==> config.mk <==
export PLATFORM = sky130hd
export DESIGN_NAME = mon_commit_serializer_flat
export DESIGN_NICKNAME = d
export VERILOG_FILES = /design/src/rtl/mon_commit_serializer_if.sv /design/src/rtl/mon_commit_serializer.sv /design/src/flat_wrapper.sv
export SDC_FILE = /design/constraint.sdc
export NUM_CORES = 2
export LEC_CHECK = 0
export BUFFER_PORTS_ARGS = -buffer_cell sky130_fd_sc_hd__buf_2
export CORE_MARGIN = 2
export CORE_UTILIZATION = 61
export CTS_CLUSTER_SIZE = 14
export DETAILED_ROUTE_END_ITERATION = 12
export GPL_ROUTABILITY_DRIVEN = 1
export HOLD_SLACK_MARGIN = 0.15
export PLACE_DENSITY = 0.88
export SYNTH_ARGS = -nofsm -noshare
export SYNTH_HDL_FRONTEND = slang
export SYNTH_SLANG_ARGS = --single-unit
==> constraint.sdc <==
create_clock -name clk -period 37.7 [get_ports clk]
set_input_delay 5.655 -clock clk [delete_from_list [all_inputs] [get_ports clk]]
set_output_delay 5.655 -clock clk [all_outputs]
set_load 0.02 [all_outputs]
==> src/rtl/mon_commit_serializer_if.sv <==
// mon_commit_serializer_if
//   Groups the retire-side bus and the serialized output stream of
//   mon_commit_serializer.
//   master : the environment. It drives the retire slots and out_ready, and it
//            samples the serialized record.
//   slave  : the serializer. It samples the retire slots and drives the
//            serialized record.
//   Retire slot c occupies bits [W*c +: W] of each packed field.
interface mon_commit_serializer_if #(
  parameter int CHANNELS = 2
);
  logic [CHANNELS-1:0]    in_valid;
  logic [64*CHANNELS-1:0] in_order;
  logic [32*CHANNELS-1:0] in_inst;
  logic [32*CHANNELS-1:0] in_pc_rdata;
  logic [32*CHANNELS-1:0] in_pc_wdata;
  logic [5*CHANNELS-1:0]  in_rd_addr;
  logic [32*CHANNELS-1:0] in_rd_wdata;
  logic [CHANNELS-1:0]    in_halt;

  logic        out_valid;
  logic        out_ready;
  logic [63:0] out_order;
  logic [31:0] out_inst;
  logic [31:0] out_pc_rdata;
  logic [31:0] out_pc_wdata;
  logic [4:0]  out_rd_addr;
  logic [31:0] out_rd_wdata;
  logic        out_halt;

  modport master (
    output in_valid, in_order, in_inst, in_pc_rdata, in_pc_wdata,
           in_rd_addr, in_rd_wdata, in_halt, out_ready,
    input  out_valid, out_order, out_inst, out_pc_rdata, out_pc_wdata,
           out_rd_addr, out_rd_wdata, out_halt
  );

  modport slave (
    input  in_valid, in_order, in_inst, in_pc_rdata, in_pc_wdata,
           in_rd_addr, in_rd_wdata, in_halt, out_ready,
    output out_valid, out_order, out_inst, out_pc_rdata, out_pc_wdata,
           out_rd_addr, out_rd_wdata, out_halt
  );
endinterface

==> src/rtl/mon_commit_serializer.sv <==
// mon_commit_serializer
//   Commit monitor for multi-retire CPUs. The block samples up to CHANNELS
//   retirement records per cycle and checks program-order invariants. It
//   buffers the accepted groups in a DEPTH-entry FIFO and replays them one
//   record per cycle over a valid/ready stream.
//
//   Ports
//     clk, rst          clock, synchronous active-high reset
//     bus (slave)       retire slots in, serialized record out
//     error_o           sticky, set by the first detected violation
//     error_code_o      code of that first violation:
//                         1 order gap, 2 non-contiguous slots,
//                         3 PC discontinuity, 4 overflow, 5 timeout,
//                         6 x0 write, 7 commit after halt
//     commit_count_o    records accepted into the FIFO
//     halted_o          a halt record has been accepted
//
//   Build option
//     MON_PC_CHECK_EN   When this macro is defined, the block compiles in
//                       last_pc_wdata and the code-3 PC continuity check.
module mon_commit_serializer #(
  parameter int CHANNELS = 2,
  parameter int DEPTH    = 16,
  parameter int TIMEOUT  = 10000
) (
  input  logic                  clk,
  input  logic                  rst,
  mon_commit_serializer_if.slave bus,
  output logic                  error_o,
  output logic [2:0]            error_code_o,
  output logic [63:0]           commit_count_o,
  output logic                  halted_o
);

  localparam int AW = (DEPTH > 1) ? $clog2(DEPTH) : 1;
  localparam int CW = $clog2(DEPTH + 1);
  localparam int NW = $clog2(CHANNELS + 1);
  localparam int TW = (TIMEOUT > 0) ? $clog2(TIMEOUT + 1) : 1;

  typedef struct packed {
    logic [63:0] order;
    logic [31:0] inst;
    logic [31:0] pc_rdata;
    logic [31:0] pc_wdata;
    logic [4:0]  rd_addr;
    logic [31:0] rd_wdata;
    logic        halt;
  } rec_t;

  rec_t          mem_q [DEPTH];
  logic [AW-1:0] rd_ptr_q, rd_ptr_d;
  logic [AW-1:0] wr_ptr_q, wr_ptr_d;
  logic [CW-1:0] count_q, count_d;
  logic [63:0]   exp_order_q;
  logic [63:0]   commit_q;
  logic [TW-1:0] idle_q, idle_d;
  logic          halted_q;
  logic          err_q;
  logic [2:0]    code_q;
`ifdef MON_PC_CHECK_EN
  logic [31:0]   last_pc_q, last_pc_d;
  logic          last_pc_vld_q;
  logic [31:0]   prev_pc;
  logic          prev_vld;
`endif

  rec_t          slot [CHANNELS];
  logic [NW-1:0] n;
  logic          c1, c2, c3, c4, c5, c6, c7;
  logic          any_halt, drop, push, pop;
  logic [2:0]    code;
  rec_t          head;

  always_comb begin
    n        = '0;
    c1       = 1'b0;
    c2       = 1'b0;
    c3       = 1'b0;
    c6       = 1'b0;
    c7       = 1'b0;
    any_halt = 1'b0;
    for (int c = 0; c < CHANNELS; c++) begin
      slot[c].order    = bus.in_order[64*c +: 64];
      slot[c].inst     = bus.in_inst[32*c +: 32];
      slot[c].pc_rdata = bus.in_pc_rdata[32*c +: 32];
      slot[c].pc_wdata = bus.in_pc_wdata[32*c +: 32];
      slot[c].rd_addr  = bus.in_rd_addr[5*c +: 5];
      slot[c].rd_wdata = bus.in_rd_wdata[32*c +: 32];
      slot[c].halt     = bus.in_halt[c];
      if (bus.in_valid[c]) begin
        n = n + NW'(1);
        // The expected order is tied to the physical slot index.
        if (slot[c].order != exp_order_q + 64'(c)) c1 = 1'b1;
        if (slot[c].rd_addr == 5'd0 && slot[c].rd_wdata != 32'd0) c6 = 1'b1;
        if (halted_q) c7 = 1'b1;
        if (slot[c].halt) any_halt = 1'b1;
      end
    end
    for (int c = 1; c < CHANNELS; c++) begin
      if (bus.in_valid[c] && !bus.in_valid[c-1]) c2 = 1'b1;
    end
`ifdef MON_PC_CHECK_EN
    // Each valid record chains to the previous valid record. The first
    // valid record of the group chains to the last record of the
    // previously pushed group.
    prev_pc  = last_pc_q;
    prev_vld = last_pc_vld_q;
    for (int c = 0; c < CHANNELS; c++) begin
      if (bus.in_valid[c]) begin
        if (prev_vld && slot[c].pc_rdata != prev_pc) c3 = 1'b1;
        prev_pc  = slot[c].pc_wdata;
        prev_vld = 1'b1;
      end
    end
    last_pc_d = prev_pc;
`endif

    // Overflow uses the occupancy from before this cycle's pop, so a pop
    // in the same cycle does not free a slot for this group.
    c4 = int'(n) > (DEPTH - int'(count_q));

    drop = c2 | c4 | c7;
    push = (n != '0) && !drop;
    pop  = (count_q != '0) && bus.out_ready;

    if (TIMEOUT == 0) begin
      idle_d = '0;
      c5     = 1'b0;
    end else begin
      if (push)                        idle_d = '0;
      else if (halted_q)               idle_d = idle_q;
      else if (idle_q == TW'(TIMEOUT)) idle_d = idle_q;
      else                             idle_d = idle_q + TW'(1);
      c5 = !halted_q && (idle_d == TW'(TIMEOUT));
    end

    if      (c1) code = 3'd1;
    else if (c2) code = 3'd2;
    else if (c3) code = 3'd3;
    else if (c4) code = 3'd4;
    else if (c5) code = 3'd5;
    else if (c6) code = 3'd6;
    else if (c7) code = 3'd7;
    else         code = 3'd0;

    wr_ptr_d = push ? AW'((int'(wr_ptr_q) + int'(n)) % DEPTH) : wr_ptr_q;
    rd_ptr_d = pop  ? AW'((int'(rd_ptr_q) + 1) % DEPTH)       : rd_ptr_q;
    count_d  = CW'(int'(count_q) + (push ? int'(n) : 0) - (pop ? 1 : 0));
  end

  // Storage is not reset. The pointers and the occupancy define which
  // entries are valid, and a reset discards the contents.
  always_ff @(posedge clk) begin
    if (!rst && push) begin
      for (int c = 0; c < CHANNELS; c++) begin
        if (bus.in_valid[c]) mem_q[AW'((int'(wr_ptr_q) + c) % DEPTH)] <= slot[c];
      end
    end
  end

  always_ff @(posedge clk) begin
    if (rst) begin
      rd_ptr_q      <= '0;
      wr_ptr_q      <= '0;
      count_q       <= '0;
      exp_order_q   <= '0;
      commit_q      <= '0;
      idle_q        <= '0;
      halted_q      <= 1'b0;
      err_q         <= 1'b0;
      code_q        <= 3'd0;
`ifdef MON_PC_CHECK_EN
      last_pc_q     <= '0;
      last_pc_vld_q <= 1'b0;
`endif
    end else begin
      rd_ptr_q <= rd_ptr_d;
      wr_ptr_q <= wr_ptr_d;
      count_q  <= count_d;
      idle_q   <= idle_d;
      if (push) begin
        exp_order_q <= exp_order_q + 64'(n);
        commit_q    <= commit_q + 64'(n);
        if (any_halt) halted_q <= 1'b1;
`ifdef MON_PC_CHECK_EN
        last_pc_q     <= last_pc_d;
        last_pc_vld_q <= 1'b1;
`endif
      end
      if (!err_q && code != 3'd0) begin
        err_q  <= 1'b1;
        code_q <= code;
      end
    end
  end

  // The head record comes straight from the storage flops. Its fields are
  // forced to zero while the FIFO is empty, so the outputs read 0 after reset.
  always_comb begin
    head             = mem_q[rd_ptr_q];
    bus.out_valid    = (count_q != '0);
    bus.out_order    = bus.out_valid ? head.order    : '0;
    bus.out_inst     = bus.out_valid ? head.inst     : '0;
    bus.out_pc_rdata = bus.out_valid ? head.pc_rdata : '0;
    bus.out_pc_wdata = bus.out_valid ? head.pc_wdata : '0;
    bus.out_rd_addr  = bus.out_valid ? head.rd_addr  : '0;
    bus.out_rd_wdata = bus.out_valid ? head.rd_wdata : '0;
    bus.out_halt     = bus.out_valid ? head.halt     : 1'b0;
  end

  assign error_o        = err_q;
  assign error_code_o   = code_q;
  assign commit_count_o = commit_q;
  assign halted_o       = halted_q;

endmodule

==> src/flat_wrapper.sv <==
// flat-port wrapper written by rule: the top's interface ports become plain ports
module mon_commit_serializer_flat 
#(
  parameter int CHANNELS = 2,
  parameter int DEPTH    = 16,
  parameter int TIMEOUT  = 10000
)
  (clk, rst, error_o, error_code_o, commit_count_o, halted_o, bus_in_valid, bus_in_order, bus_in_inst, bus_in_pc_rdata, bus_in_pc_wdata, bus_in_rd_addr, bus_in_rd_wdata, bus_in_halt, bus_out_ready, bus_out_valid, bus_out_order, bus_out_inst, bus_out_pc_rdata, bus_out_pc_wdata, bus_out_rd_addr, bus_out_rd_wdata, bus_out_halt);
  mon_commit_serializer_if #(.CHANNELS(CHANNELS)) bus_i ();
  input  logic clk;
  input  logic rst;
  output logic error_o;
  output logic [2:0] error_code_o;
  output logic [63:0] commit_count_o;
  output logic halted_o;
  input wire logic [$bits(bus_i.in_valid)-1:0] bus_in_valid;
  input wire logic [$bits(bus_i.in_order)-1:0] bus_in_order;
  input wire logic [$bits(bus_i.in_inst)-1:0] bus_in_inst;
  input wire logic [$bits(bus_i.in_pc_rdata)-1:0] bus_in_pc_rdata;
  input wire logic [$bits(bus_i.in_pc_wdata)-1:0] bus_in_pc_wdata;
  input wire logic [$bits(bus_i.in_rd_addr)-1:0] bus_in_rd_addr;
  input wire logic [$bits(bus_i.in_rd_wdata)-1:0] bus_in_rd_wdata;
  input wire logic [$bits(bus_i.in_halt)-1:0] bus_in_halt;
  input wire logic [$bits(bus_i.out_ready)-1:0] bus_out_ready;
  output wire logic [$bits(bus_i.out_valid)-1:0] bus_out_valid;
  output wire logic [$bits(bus_i.out_order)-1:0] bus_out_order;
  output wire logic [$bits(bus_i.out_inst)-1:0] bus_out_inst;
  output wire logic [$bits(bus_i.out_pc_rdata)-1:0] bus_out_pc_rdata;
  output wire logic [$bits(bus_i.out_pc_wdata)-1:0] bus_out_pc_wdata;
  output wire logic [$bits(bus_i.out_rd_addr)-1:0] bus_out_rd_addr;
  output wire logic [$bits(bus_i.out_rd_wdata)-1:0] bus_out_rd_wdata;
  output wire logic [$bits(bus_i.out_halt)-1:0] bus_out_halt;
  assign bus_i.in_valid = bus_in_valid;
  assign bus_i.in_order = bus_in_order;
  assign bus_i.in_inst = bus_in_inst;
  assign bus_i.in_pc_rdata = bus_in_pc_rdata;
  assign bus_i.in_pc_wdata = bus_in_pc_wdata;
  assign bus_i.in_rd_addr = bus_in_rd_addr;
  assign bus_i.in_rd_wdata = bus_in_rd_wdata;
  assign bus_i.in_halt = bus_in_halt;
  assign bus_i.out_ready = bus_out_ready;
  assign bus_out_valid = bus_i.out_valid;
  assign bus_out_order = bus_i.out_order;
  assign bus_out_inst = bus_i.out_inst;
  assign bus_out_pc_rdata = bus_i.out_pc_rdata;
  assign bus_out_pc_wdata = bus_i.out_pc_wdata;
  assign bus_out_rd_addr = bus_i.out_rd_addr;
  assign bus_out_rd_wdata = bus_i.out_rd_wdata;
  assign bus_out_halt = bus_i.out_halt;
  mon_commit_serializer #(.CHANNELS(CHANNELS), .DEPTH(DEPTH), .TIMEOUT(TIMEOUT)) u_core (.clk(clk), .rst(rst), .bus(bus_i), .error_o(error_o), .error_code_o(error_code_o), .commit_count_o(commit_count_o), .halted_o(halted_o));
endmodule
After elaboration in Yosys (flattened, before gate mapping)
Memories as Yosys holds them, arrays and structs flattened. A register that Yosys moved wholly into a read port is not among the register bits.
Cells that the tools add are included.
{ "op_classes": {"eq_ne": 4, "n_shift": 0, "n_div": 0, "n_mul": 0, "addsub": 11, "n_reduce_logical": 21, "magnitude_cmp": 1, "n_mux": 45, "bitwise": 2} }
{ "op_table": {"columns": ["cell", "count"], "rows": [
  ["adder 64 x 2 -> 64 bit", 2],
  ["2-to-1 mux 32 bit", 4],
  ["!= test 64 bit", 2],
  ["adder 64 x 1 -> 64 bit (second input constant)", 1],
  ["2-to-1 mux 64 bit", 1],
  ["nonzero test 32 bit", 2],
  ["2-to-1 mux 14 bit", 3],
  ["greater-than comparator 3 x 32 -> 1 bit", 1],
  ["== test 14 bit (second input constant)", 2],
  ["2-to-1 mux 1 bit", 26],
  ["2-to-1 mux 3 bit", 6],
  ["adder 14 x 1 -> 14 bit (second input constant)", 1],
  ["logical NOT 5 bit", 2],
  ["adder 4 x 1 -> 4 bit (second input constant)", 2],
  ["logical AND 1 bit", 8],
  ["2-to-1 mux 4 bit", 2],
  ["subtractor 5 x 5 -> 6 bit (first input constant)", 1],
  ["adder 5 bit", 1],
  ["logical NOT 1 bit", 5],
  ["2-to-1 mux 5 bit", 1],
  ["nonzero test 5 bit", 1],
  ["subtractor 5 bit", 1],
  ["adder 4 x 2 -> 4 bit", 1],
  ["2-to-1 mux 2 bit", 2],
  ["other kinds (5)", 6]
]} }
{ "word_totals": {"rom_bits": 0, "ram_bits": 3168, "memories": 1, "word_cells": 94, "regBits": 160, "latchBits": 0, "input_bits": 401} }
{ "memory_table": {"columns": ["name", "words", "word_bits", "rd", "rd_clocked_by_memory_dff", "wr", "line", "source"], "rows": [
  ["u_core.mem_q", 16, 198, 1, 1, 2, "mon_commit_serializer.sv:50", "rec_t mem_q [DEPTH];"]
]} }

Logic depth before layout (Yosys ltp)
{ "depth": {"word_depth": 17, "depth_mapped": 18} }

Worst setup path before layout
OpenSTA, ideal clock, no wires.
{ "synth_path": {"path_type": "in2reg", "start": "input port bus_in_valid[0]", "end": "memory u_core.mem_q[11][0] in the netlist's numbering (enable)", "arrival_ps": 17046, "path_stages": 10, "slack_ps": 19829, "n_path_buf": 1, "path_cell_list": "inv_1 -> ha_1 -> nor2b_1 -> o211a_1 -> o221ai_1 -> nand2_1 -> clkbuf_1 -> nor3_1 -> nand3_1 -> o22ai_1"} }
{ "synth_rtl": {"columns": ["element", "line", "source"], "rows": [
  ["start, declared", "flat_wrapper.sv:16", "input wire logic [$bits(bus_i.in_valid)-1:0] bus_in_valid;"],
  ["end, declared", "mon_commit_serializer.sv:50", null]
]} }

==> summary.md <==
| Metric | Value |
|---|---|
| Required time of the critical path | `32.04 ns` |
| CTS H-Tree Depth | `5` |
| Sequential area share after synthesis | `57.8%` |
| Count leader, synth | `edfxtp_1` |
| Wire per inst | `36.1 um` |
| Distinct cell type count after synthesis | `76` |
| Area Overhead vs Synth | `9.59%` |
| Maxcap violations | `0` |
| YS warnings | `0` |
| Num CTS Buffers | `347` |
| Antenna Nets Post-Route | `0` |
| Hold_buf cts | `0` |
| Main synth FF type | `edfxtp_1` |
| Static leakage | `58.4 nW` |
| Fin area | `187,000 um^2` |
| GRT Residual Overflow | `0` |
| Area of the mapped netlist | `170,000 um^2` |
| Most frequent cells after synthesis | `edfxtp_1 (3,168), mux2_2 (3,153), mux4_2 (990), clkbuf_1 (669), buf_2 (344)` |
| Post-synth net total | `10,500` |
| Post-synth top area cell | `edfxtp_1` |
| Core box area | `277,000 um^2` |
| Post_cts resized | `0` |
| Num ports | `669` |
| Clk sinks | `3,332` |
| Mapped Cells | `10,100` |
| Relative slew slack | `1.71%` |
| I/O Buffers | `668` |
| Critical Path Sink Type | `output pin` |
| Async set-reset flop share out of synthesis | `0%` |
| Tightest Pin Transition | `1.47 ns` |
| Drt drc | `0` |
| Layout cell share with drive strength beyond 1 | `53.0%` |
| Reg clk slew, reported paths | `0.06 ns` |
| # rows | `193` |
| Initial antenna violation count | `179` |
| GR Util All Layers | `35.6%` |
| Iteration-0 DRC Markers | `16,600` |
| Placer Congestion | `0.948` |
| CTS tree | `done` |
| Root buf cell | `clkbuf_16` |
| Pwr Density | `52.8 nW/um^2` |
| Setup total negative slack | `0 ns` |
| Vias in the first global route | `105,000` |
| Area of the die | `283,000 um^2` |
| Worst EP arrival | `6.97 ns` |
| DP HPWL | `266,000 um` |
| Yosys reg bits | `3,332` |
| RSZ-0062 raised after global routing | `no` |
| Placed cell area | `175,000 um^2` |
| Post-DR vias/cell | `7.26` |
| Type of origin of the critical path | `flop` |
| Run status | `finished, final reports clean` |
| Initial Utilization | `61.5%` |
| Layout net count | `10,500` |
| Max Freq | `79.2 MHz` |
| CP max FO | `47` |
| Mapped Avg Cell Area | `16.9 um^2` |
| Synth area leaders | `edfxtp_1 (56%), mux2_2 (21%), mux4_2 (13%), dfxtp_1 (1.9%), clkbuf_1 (1.5%)` |
| Peak supply drop | `0.0000610 V` |
| Die height | `532 um` |
| Fin. Hold Viols | `0` |
| Via count | `103,000` |
| Worst-Skew Late Latency | `0.99 ns` |
| Routed wire length | `512,000 um` |
| Final Max Tran Viols | `0` |
| Die width | `532 um` |
| Wire length of the first global-routing pass | `736,000 um` |
| Top-area cell type share of the netlist area | `55.9%` |
| DRT Pass-1 Iters | `6` |
| Setup-failing EPs final | `0` |
| Minimum clock period after layout | `12.63 ns` |
| Post-synth EDFFs | `3,168` |
| Final Cycle Share | `33.5%` |
| Worst hold path type | `reg2reg` |
| Bufs on Longest Clock Path | `4` |
| Post-CTS setup repair buffer count | `0` |
| Layout Skew | `0.0678 ns` |
| Setup Crit Path Kind | `reg2out` |
| Largest net degree at the start of global routing | `153` |
-- worst max-delay path, stage by stage, from the launching register on --
cell and delay, ns:
dfxtp_4 0.75, buf_4 0.90, buf_4 0.88, buf_4 0.77, buf_4 0.87, mux4_2 0.62, mux4_2 0.47, and2_1 0.27
buf_2 0.21
-- worst paths after layout --
| kind | start | end | slack, ns | cells after the start |
|---|---|---|---|---|
| worst min register to register | u_core.commit_count_o[50]$_SDFFE_PP0N_ | u_core.commit_count_o[50]$_SDFFE_PP0N_ | 0.49 | 2 |
| worst min-delay path | u_core.commit_count_o[50]$_SDFFE_PP0N_ | u_core.commit_count_o[50]$_SDFFE_PP0N_ | 0.49 | 2 |
| worst max register to register | u_core.count_q[0]$_SDFF_PP0_ | u_core.mem_q[8][177]$_DFFE_PP_ | 31.84 | 12 |
| worst max-delay path | flop | bus_out_order[49] | 25.07 | 8 |
-- layout by cell type, fill, tap and decap left out, drive strengths merged, types with 59 or more instances in the layout --
cell type	count
edfxtp	3168
mux2	3153
mux4	990
buf	811
clkbuf	443
and2	210
nor2	207
xor2	177
dfxtp	164
clkinv	139
nand2	123
xnor2	122
diode	94
nand4	89
nand3	67
nor4	59
-- per-stage QoR --
stage	std cells	util (%)	setup WS, ns	total power, mW	hold WS, ns
after floorplan	10100	-	19.83	5.83	0.485
after global placement	13400	63.3	25.99	6.47	0.473
after detailed placement	13400	63.3	25.92	6.52	0.484
after CTS	14100	67.3	24.92	9.83	0.494
after global routing	14100	67.3	24.51	10.1	0.532
final	14200	67.4	25.07	9.85	0.490
-- routing by layer --
layer,GRT usage [%],up-vias,share of wire [%]
li1,-,40100,-
met1,46.4,52800,35
met2,54.6,8166,47
met3,9.85,1504,13
met4,19.3,168,5.3
met5,0,-,0.20
-- flip-flops by register name (all words and copies together), names as in the netlist, named ones only --
| name | count |
|---|---|
| u_core.error_code_o | 3 |
| u_core.mem_q | 3168 |
| u_core.rd_ptr_q | 4 |
| u_core.error_o | 1 |
| u_core.commit_count_o | 64 |
| u_core.wr_ptr_q | 4 |
| u_core.idle_q | 14 |
| u_core.halted_o | 1 |
| u_core.count_q | 5 |
| u_core.exp_order_q | 64 |
-- power breakdown --
part	internal, mW	switching (mW)	total, mW	leakage (nW)
combinational	1.02	1.28	2.30	23.2
sequential	4.14	0.0432	4.18	29.8
clock	1.86	1.51	3.37	5.32
total	7.02	2.83	9.85	58.4
-- kinds of logic (layout without fill, tap and decap cells) --
family	after synthesis	count (layout)	synth area share, %
compound gates	160	160	0.606
xor+xnor	299	299	1.54
fa+ha+maj	23	23	0.173
buf+inv	1180	1475	2.89
flops	3332	3332	57.8
mux	4146	4146	34.0
other cells	0	94	0
simple gates	935	935	3.01
-- layout make-up --
cell class,count,area (um^2)
clock inverter,186,1780
sequential,3332,98400
multi-input combinational,5563,67200
inverter,35,139
antenna,94,235
tap,3705,4640
fill,17200,90400
clock buffer,443,9170
timing repair buffer,811,4970
Note: power is estimated with default switching activity, not from simulation.
